===== config.mk =====
export PLATFORM = sky130hd
export DESIGN_NAME = data_mem_arbiter_flat
export DESIGN_NICKNAME = d
export VERILOG_FILES = /design/src/rtl/data_mem_arbiter_if.sv /design/src/rtl/data_mem_arbiter.sv /design/src/flat_wrapper.sv
export SDC_FILE = /design/constraint.sdc
export NUM_CORES = 1
export LEC_CHECK = 0
export BUFFER_PORTS_ARGS = -buffer_cell sky130_fd_sc_hd__buf_4
export CAP_MARGIN = 20
export CORE_UTILIZATION = 38
export DETAILED_ROUTE_END_ITERATION = 7
export GPL_ROUTABILITY_DRIVEN = 0
export GPL_TIMING_DRIVEN = 0
export PLACE_DENSITY = 0.88
export SLEW_MARGIN = 0
export SYNTH_ARGS = -nofsm -noshare
export SYNTH_HDL_FRONTEND = slang
export SYNTH_SLANG_ARGS = --single-unit

===== constraint.sdc =====
create_clock -name CLK -period 4.6 [get_ports CLK]
set_input_delay 0.46 -clock CLK [delete_from_list [all_inputs] [get_ports CLK]]
set_output_delay 0.46 -clock CLK [all_outputs]
set_load 0.005 [all_outputs]

===== src/rtl/data_mem_arbiter_if.sv =====
// Bus bundle between the data-memory arbiter, its two requesters (CPU data port, debug readout)
// and the single-port memory macro. The arbiter takes the slave view.
interface data_mem_arbiter_if #(
    parameter int ADDR_W = 11,
    parameter int DATA_W = 32
);
    logic              CPU_REQ;
    logic              CPU_WE;
    logic [ADDR_W-1:0] CPU_ADDR;
    logic [DATA_W-1:0] CPU_WDATA;
    logic [DATA_W-1:0] CPU_RDATA;
    logic              CPU_STALL;

    logic              DBG_REQ;
    logic [ADDR_W-1:0] DBG_ADDR;
    logic              DBG_ACK;
    logic [DATA_W-1:0] DBG_RDATA;

    logic              MEM_EN;
    logic              MEM_WE;
    logic [ADDR_W-1:0] MEM_ADDR;
    logic [DATA_W-1:0] MEM_WDATA;
    logic [DATA_W-1:0] MEM_RDATA;

    logic              BUSY;

    modport master (
        output CPU_REQ, CPU_WE, CPU_ADDR, CPU_WDATA,
        input  CPU_RDATA, CPU_STALL,
        output DBG_REQ, DBG_ADDR,
        input  DBG_ACK, DBG_RDATA,
        input  MEM_EN, MEM_WE, MEM_ADDR, MEM_WDATA,
        output MEM_RDATA,
        input  BUSY
    );

    modport slave (
        input  CPU_REQ, CPU_WE, CPU_ADDR, CPU_WDATA,
        output CPU_RDATA, CPU_STALL,
        input  DBG_REQ, DBG_ADDR,
        output DBG_ACK, DBG_RDATA,
        output MEM_EN, MEM_WE, MEM_ADDR, MEM_WDATA,
        input  MEM_RDATA,
        output BUSY
    );
endinterface


===== src/rtl/data_mem_arbiter.sv =====
// Owner of the single-port data memory: zero-fills it after reset, then arbitrates between the
// CPU data port and a starvation-protected debug read port, stalling the core when it loses.
module data_mem_arbiter #(
    parameter int ADDR_W     = 11,
    parameter int DATA_W     = 32,
    parameter int CLR_EN     = 1,
    parameter int STARVE_MAX = 4
) (
    input  logic                CLK,
    input  logic                RESETn,
    data_mem_arbiter_if.slave   bus
);
    localparam int SC_W = $clog2(STARVE_MAX + 1);

    typedef enum logic [1:0] {CLEAR, IDLE, CPU_RD, DBG_RD} state_t;
    localparam state_t RST_STATE = (CLR_EN != 0) ? CLEAR : IDLE;

    state_t            state, state_nxt;
    logic [ADDR_W-1:0] clr_addr;
    logic [SC_W-1:0]   starve_cnt, starve_nxt;
    logic              dbg_win;
    logic              dbg_ack_p1;
    logic [DATA_W-1:0] dbg_rdata_p1;

    logic              mem_en, mem_we, cpu_stall, busy;
    logic [ADDR_W-1:0] mem_addr;
    logic [DATA_W-1:0] mem_wdata, cpu_rdata;

    function automatic logic [SC_W-1:0] sat_inc(input logic [SC_W-1:0] v);
        if (v >= SC_W'(STARVE_MAX))
            return SC_W'(STARVE_MAX);
        else
            return v + SC_W'(1);
    endfunction

    always_comb begin
        dbg_win    = bus.DBG_REQ && !dbg_ack_p1 &&
                     ((starve_cnt == SC_W'(STARVE_MAX)) || !bus.CPU_REQ);
        state_nxt  = state;
        starve_nxt = starve_cnt;
        mem_en     = 1'b0;
        mem_we     = 1'b0;
        mem_addr   = '0;
        mem_wdata  = '0;
        cpu_stall  = 1'b0;
        cpu_rdata  = '0;
        busy       = 1'b0;
        case (state)
            CLEAR: begin
                mem_en    = 1'b1;
                mem_we    = 1'b1;
                mem_addr  = clr_addr;
                busy      = 1'b1;
                cpu_stall = bus.CPU_REQ;
                if (clr_addr == '1)
                    state_nxt = IDLE;
            end
            IDLE: begin
                if (dbg_win) begin
                    mem_en     = 1'b1;
                    mem_addr   = bus.DBG_ADDR;
                    cpu_stall  = bus.CPU_REQ;
                    starve_nxt = '0;
                    state_nxt  = DBG_RD;
                end else if (bus.CPU_REQ) begin
                    mem_en    = 1'b1;
                    mem_we    = bus.CPU_WE;
                    mem_addr  = bus.CPU_ADDR;
                    mem_wdata = bus.CPU_WDATA;
                    cpu_stall = !bus.CPU_WE;
                    if (!bus.CPU_WE)
                        state_nxt = CPU_RD;
                    // A pending debug request just lost this slot to the core.
                    if (bus.DBG_REQ && !dbg_ack_p1)
                        starve_nxt = sat_inc(starve_cnt);
                end
            end
            CPU_RD: begin
                cpu_rdata = bus.MEM_RDATA;
                state_nxt = IDLE;
            end
            DBG_RD: begin
                cpu_stall = bus.CPU_REQ;
                state_nxt = IDLE;
            end
            default: state_nxt = IDLE;
        endcase
        if (!bus.DBG_REQ)
            starve_nxt = '0;
        // Reset must not let the CLEAR state drive the macro before the fill actually starts.
        if (!RESETn) begin
            mem_en    = 1'b0;
            mem_we    = 1'b0;
            mem_addr  = '0;
            mem_wdata = '0;
            cpu_stall = 1'b0;
            cpu_rdata = '0;
            busy      = 1'b0;
        end
    end

    always_ff @(posedge CLK or negedge RESETn) begin
        if (!RESETn) begin
            state        <= RST_STATE;
            clr_addr     <= '0;
            starve_cnt   <= '0;
            dbg_ack_p1   <= 1'b0;
            dbg_rdata_p1 <= '0;
        end else begin
            state      <= state_nxt;
            starve_cnt <= starve_nxt;
            if (state == CLEAR)
                clr_addr <= clr_addr + ADDR_W'(1);
            // Stage p1: debug read data captured the cycle after the memory read.
            dbg_ack_p1 <= (state == DBG_RD);
            if (state == DBG_RD)
                dbg_rdata_p1 <= bus.MEM_RDATA;
        end
    end

    assign bus.MEM_EN    = mem_en;
    assign bus.MEM_WE    = mem_we;
    assign bus.MEM_ADDR  = mem_addr;
    assign bus.MEM_WDATA = mem_wdata;
    assign bus.CPU_STALL = cpu_stall;
    assign bus.CPU_RDATA = cpu_rdata;
    assign bus.BUSY      = busy;
    assign bus.DBG_ACK   = dbg_ack_p1;
    assign bus.DBG_RDATA = dbg_rdata_p1;
endmodule


===== src/flat_wrapper.sv =====
// flat-port wrapper written by rule: the top's interface ports become plain ports
module data_mem_arbiter_flat 
#(
    parameter int ADDR_W     = 11,
    parameter int DATA_W     = 32,
    parameter int CLR_EN     = 1,
    parameter int STARVE_MAX = 4
)
  (CLK, RESETn, bus_CPU_REQ, bus_CPU_WE, bus_CPU_ADDR, bus_CPU_WDATA, bus_CPU_RDATA, bus_CPU_STALL, bus_DBG_REQ, bus_DBG_ADDR, bus_DBG_ACK, bus_DBG_RDATA, bus_MEM_EN, bus_MEM_WE, bus_MEM_ADDR, bus_MEM_WDATA, bus_MEM_RDATA, bus_BUSY);
  data_mem_arbiter_if #(.ADDR_W(ADDR_W), .DATA_W(DATA_W)) bus_i ();
  input  logic CLK;
  input  logic RESETn;
  input wire logic [$bits(bus_i.CPU_REQ)-1:0] bus_CPU_REQ;
  input wire logic [$bits(bus_i.CPU_WE)-1:0] bus_CPU_WE;
  input wire logic [$bits(bus_i.CPU_ADDR)-1:0] bus_CPU_ADDR;
  input wire logic [$bits(bus_i.CPU_WDATA)-1:0] bus_CPU_WDATA;
  output wire logic [$bits(bus_i.CPU_RDATA)-1:0] bus_CPU_RDATA;
  output wire logic [$bits(bus_i.CPU_STALL)-1:0] bus_CPU_STALL;
  input wire logic [$bits(bus_i.DBG_REQ)-1:0] bus_DBG_REQ;
  input wire logic [$bits(bus_i.DBG_ADDR)-1:0] bus_DBG_ADDR;
  output wire logic [$bits(bus_i.DBG_ACK)-1:0] bus_DBG_ACK;
  output wire logic [$bits(bus_i.DBG_RDATA)-1:0] bus_DBG_RDATA;
  output wire logic [$bits(bus_i.MEM_EN)-1:0] bus_MEM_EN;
  output wire logic [$bits(bus_i.MEM_WE)-1:0] bus_MEM_WE;
  output wire logic [$bits(bus_i.MEM_ADDR)-1:0] bus_MEM_ADDR;
  output wire logic [$bits(bus_i.MEM_WDATA)-1:0] bus_MEM_WDATA;
  input wire logic [$bits(bus_i.MEM_RDATA)-1:0] bus_MEM_RDATA;
  output wire logic [$bits(bus_i.BUSY)-1:0] bus_BUSY;
  assign bus_i.CPU_REQ = bus_CPU_REQ;
  assign bus_i.CPU_WE = bus_CPU_WE;
  assign bus_i.CPU_ADDR = bus_CPU_ADDR;
  assign bus_i.CPU_WDATA = bus_CPU_WDATA;
  assign bus_CPU_RDATA = bus_i.CPU_RDATA;
  assign bus_CPU_STALL = bus_i.CPU_STALL;
  assign bus_i.DBG_REQ = bus_DBG_REQ;
  assign bus_i.DBG_ADDR = bus_DBG_ADDR;
  assign bus_DBG_ACK = bus_i.DBG_ACK;
  assign bus_DBG_RDATA = bus_i.DBG_RDATA;
  assign bus_MEM_EN = bus_i.MEM_EN;
  assign bus_MEM_WE = bus_i.MEM_WE;
  assign bus_MEM_ADDR = bus_i.MEM_ADDR;
  assign bus_MEM_WDATA = bus_i.MEM_WDATA;
  assign bus_i.MEM_RDATA = bus_MEM_RDATA;
  assign bus_BUSY = bus_i.BUSY;
  data_mem_arbiter #(.ADDR_W(ADDR_W), .DATA_W(DATA_W), .CLR_EN(CLR_EN), .STARVE_MAX(STARVE_MAX)) u_core (.CLK(CLK), .RESETn(RESETn), .bus(bus_i));
endmodule

==> impl_metrics.env <==
export IMPL_chipWidth_um=87.4
export IMPL_dieArea_sq_mm=0.00764
export IMPL_grt_max_degree=52
export IMPL_slew_headroom_pct=57.2
export IMPL_synth_edf_count=0
export IMPL_synth_area_sq_mm=0.00277
export IMPL_syn_area_per_cell_sq_um=10.7
export IMPL_cpMaxStageDelayCell="buf_4"
export IMPL_switching_share_pct=32.2
export IMPL_grt_pass1_wl_mm=12.8
export IMPL_clock_sinks=49
export IMPL_cts_setup_buffers=0
export IMPL_ys_seq_elements=49
export IMPL_cts_buffers=5
export IMPL_critPathLaunchType="primary input"
export IMPL_fin_nets=567
export IMPL_synth_cell_types=35
export IMPL_hp_class="in -> async"
export IMPL_power_switching_uw=652
export IMPL_syn_num_nets=358
export IMPL_synth_area_leader_cell="dfrtp_1"
export IMPL_port_buffer_count=202
export IMPL_pwr_share_seq_pct=36.5
export IMPL_firstDrtPassIters=4
export IMPL_drive_gt1_share_pct=53.7
export IMPL_rows=30
export IMPL_yosysSeqAreaShare_pct=44.2
export IMPL_finalClockSkew_ns=0.00422
export IMPL_cts_tree="yes"
export IMPL_combPwrFrac_pct=47.6
export IMPL_wire_per_inst_um=14.9
export IMPL_path_cells="buf_4 -> clkbuf_1 -> clkbuf_1 -> clkbuf_1 -> and3_1 -> buf_4"
export IMPL_tightest_slew_ns=0.642
export IMPL_period_minus_slack_ns=2.96
export IMPL_path_clk_slew_ns=0.09
export IMPL_root_buffer="clkbuf_8"
export IMPL_grt_pass1_vias=2711
export IMPL_path_common_cell="clkbuf_1"
export IMPL_yosysTopAreaCellShare_pct=44.2
export IMPL_setup_tns_ns=0
export IMPL_critPathArrivalTime_ns=2.50
export IMPL_grt_usage_pct=21.3
export IMPL_power_mw=2.02
export IMPL_syn_to_final_growth_pct=63.2
export IMPL_synthTopCellsByCount="dfrtp_1 (49), and3_1 (45), and2_1 (33)"
export IMPL_internal_power_mw=1.37
export IMPL_cts_resized=0
export IMPL_crit_type="in -> out"
export IMPL_route_detailed_drc=0
export IMPL_cts_htree_levels=2
export IMPL_synthCells=259
export IMPL_clock_latency_ns=0.30
export IMPL_async_flop_share_pct=100
export IMPL_hold_buffers=0
export IMPL_path_max_fanout=51
export IMPL_start_util_pct=40.1
export IMPL_fmax_mhz=338
export IMPL_via_per_inst=4.90
export IMPL_dieHeight_um=87.4
export IMPL_slowest_delay_ns=0.51
export IMPL_power_frac_clock_pct=15.9
export IMPL_synthFlopType="dfrtp_1"
export IMPL_antenna_found_initial=0
export IMPL_yosysMostFrequentCell="dfrtp_1"
export IMPL_period_share_pct=64.3
export IMPL_end_kind="primary output"
export IMPL_critPathTopFamily="buffers and inverters"
export IMPL_drtIter0Drc=101
export IMPL_dpl_cell_area_sq_mm=0.00441
export IMPL_cap_viol_max_count=0
export IMPL_clockBufferDepth=2
export IMPL_routed_wl_mm=8.40
export IMPL_powerDensity_mw_per_mm2=447
export IMPL_ir_drop_uv=281
export IMPL_p_leak_nw=2.46
export IMPL_crit_buf_inv=5
export IMPL_required_ns=4.14
export IMPL_core_area_sq_mm=0.00691
export IMPL_rsz0062_at_grt="no"
export IMPL_yosysWarnings=0
export IMPL_finalHoldViolations=0
export IMPL_ant_nets=0
export IMPL_synth_area_leaders="dfrtp_1 (44%), mux2_2 (13%), and3_1 (10%)"
export IMPL_maxSlewViolCount=0
export IMPL_n_antenna_cell=0
export IMPL_grt_ovfl_total=0
export IMPL_vias=2769
export IMPL_ios=203
export IMPL_finalSetupViolCount=0
export IMPL_hpwlAfterDp_mm=6.66
export IMPL_finalInstanceArea_sq_mm=0.00453
export IMPL_status="completed"
registers in the layout (all words and copies together) (netlist names):
name                  flops
u_core.bus.DBG_RDATA     32
u_core.clr_addr          11
u_core.starve_cnt         3
u_core.bus.DBG_ACK        1
u_core.state              2
path summary, 6_finish.rpt:
path                                                             end  cells after the start  slack, ns                                  from
worst max-delay path                               bus_CPU_RDATA[23]                      6       1.64                                RESETn
worst min-delay path                  u_core.clr_addr[3]$_DFFE_PN0N_                      1       0.18                                RESETn
worst max register to register      u_core.starve_cnt[1]$_DFFE_PN0P_                      5       2.90           u_core.state[1]$_DFFE_PN0P_
worst min register to register  u_core.bus.DBG_RDATA[25]$_DFFE_PN0P_                      1       0.50  u_core.bus.DBG_RDATA[25]$_DFFE_PN0P_
max in group asynchronous        u_core.bus.DBG_RDATA[8]$_DFFE_PN0P_                      1       3.99                                RESETn
min in group CLK                u_core.bus.DBG_RDATA[25]$_DFFE_PN0P_                      2       0.38                     bus_MEM_RDATA[25]
placed cells by master (no fill, tap or decap), types with 2 or more instances in the layout:
| cell type | synthesis | final |
|---|---|---|
| a21boi_0 | 3 | 3 |
| a221o_1 | 11 | 11 |
| and2_1 | 33 | 33 |
| and3_1 | 45 | 45 |
| buf_2 | 5 | 5 |
| buf_4 | 1 | 203 |
| clkbuf_1 | 12 | 13 |
| clkbuf_8 | 0 | 6 |
| dfrtp_1 | 49 | 49 |
| ha_1 | 8 | 8 |
| inv_1 | 8 | 8 |
| mux2_1 | 2 | 2 |
| mux2_2 | 31 | 31 |
| nand2_1 | 10 | 10 |
| nand2b_1 | 2 | 2 |
| nand4_1 | 5 | 5 |
| nor2_1 | 4 | 4 |
| o21ai_0 | 4 | 4 |
| xnor2_1 | 6 | 6 |
| xor2_1 | 4 | 4 |
worst reg2reg max path: stages (launching register included):
cell and delay [ns]:
dfrtp_1 0.42, inv_1 0.12, ha_1 0.27, nand2b_1 0.17, or4b_1 0.48, a21boi_0 0.16
per-stage QoR:
step	setup WS, ns	instances	hold slack, ns	util [%]
6_report	1.64	565	0.180	65.5
3_3_place_gp	1.75	557	0.469	63.8
2_1_floorplan	2.68	259	0.164	-
5_1_grt	1.41	565	0.221	65.5
3_5_place_dp	1.62	557	0.486	63.8
4_1_cts	1.62	565	0.202	65.5
logic make-up after synthesis:
| kind of cell | share of synthesized area, % |
|---|---|
| simple gates | 23.2 |
| flops | 44.2 |
| mux | 13.4 |
| buf+inv | 4.29 |
| compound gates | 8.12 |
| xor+xnor | 3.16 |
| fa+ha+maj | 3.61 |
cell type report:
class	count	area (sq um)
tap	96	120
inverter	8	30.0
multi-input combinational	183	1430
timing repair buffer	202	1520
sequential	49	1230
clock buffer	7	86.3
buffer	19	88.8
clock inverter	1	30.0
fill	597	2380
layer usage:
metal | track usage [%] | part of all wire [%] | vias up
li1 | - | - | 1324
met1 | 24.2 | 38 | 1325
met2 | 40.6 | 54 | 110
met3 | 4.83 | 6.5 | 10
met4 | 4.32 | 1.1 | 0
met5 | 0 | 0 | -
power by group through the flow:
| stage | Combinational, mW | Clock [mW] | Sequential [mW] |
|---|---|---|---|
| finish | 0.963 | 0.322 | 0.738 |
| global route | 1.05 | 0.345 | 0.766 |
| CTS | 0.972 | 0.329 | 0.739 |
| detailed placement | 0.968 | 0 | 0.747 |
| global placement | 0.936 | 0 | 0.732 |
| floorplan | 0.458 | 0 | 0.737 |
Note: power is estimated with default switching activity, not from simulation.
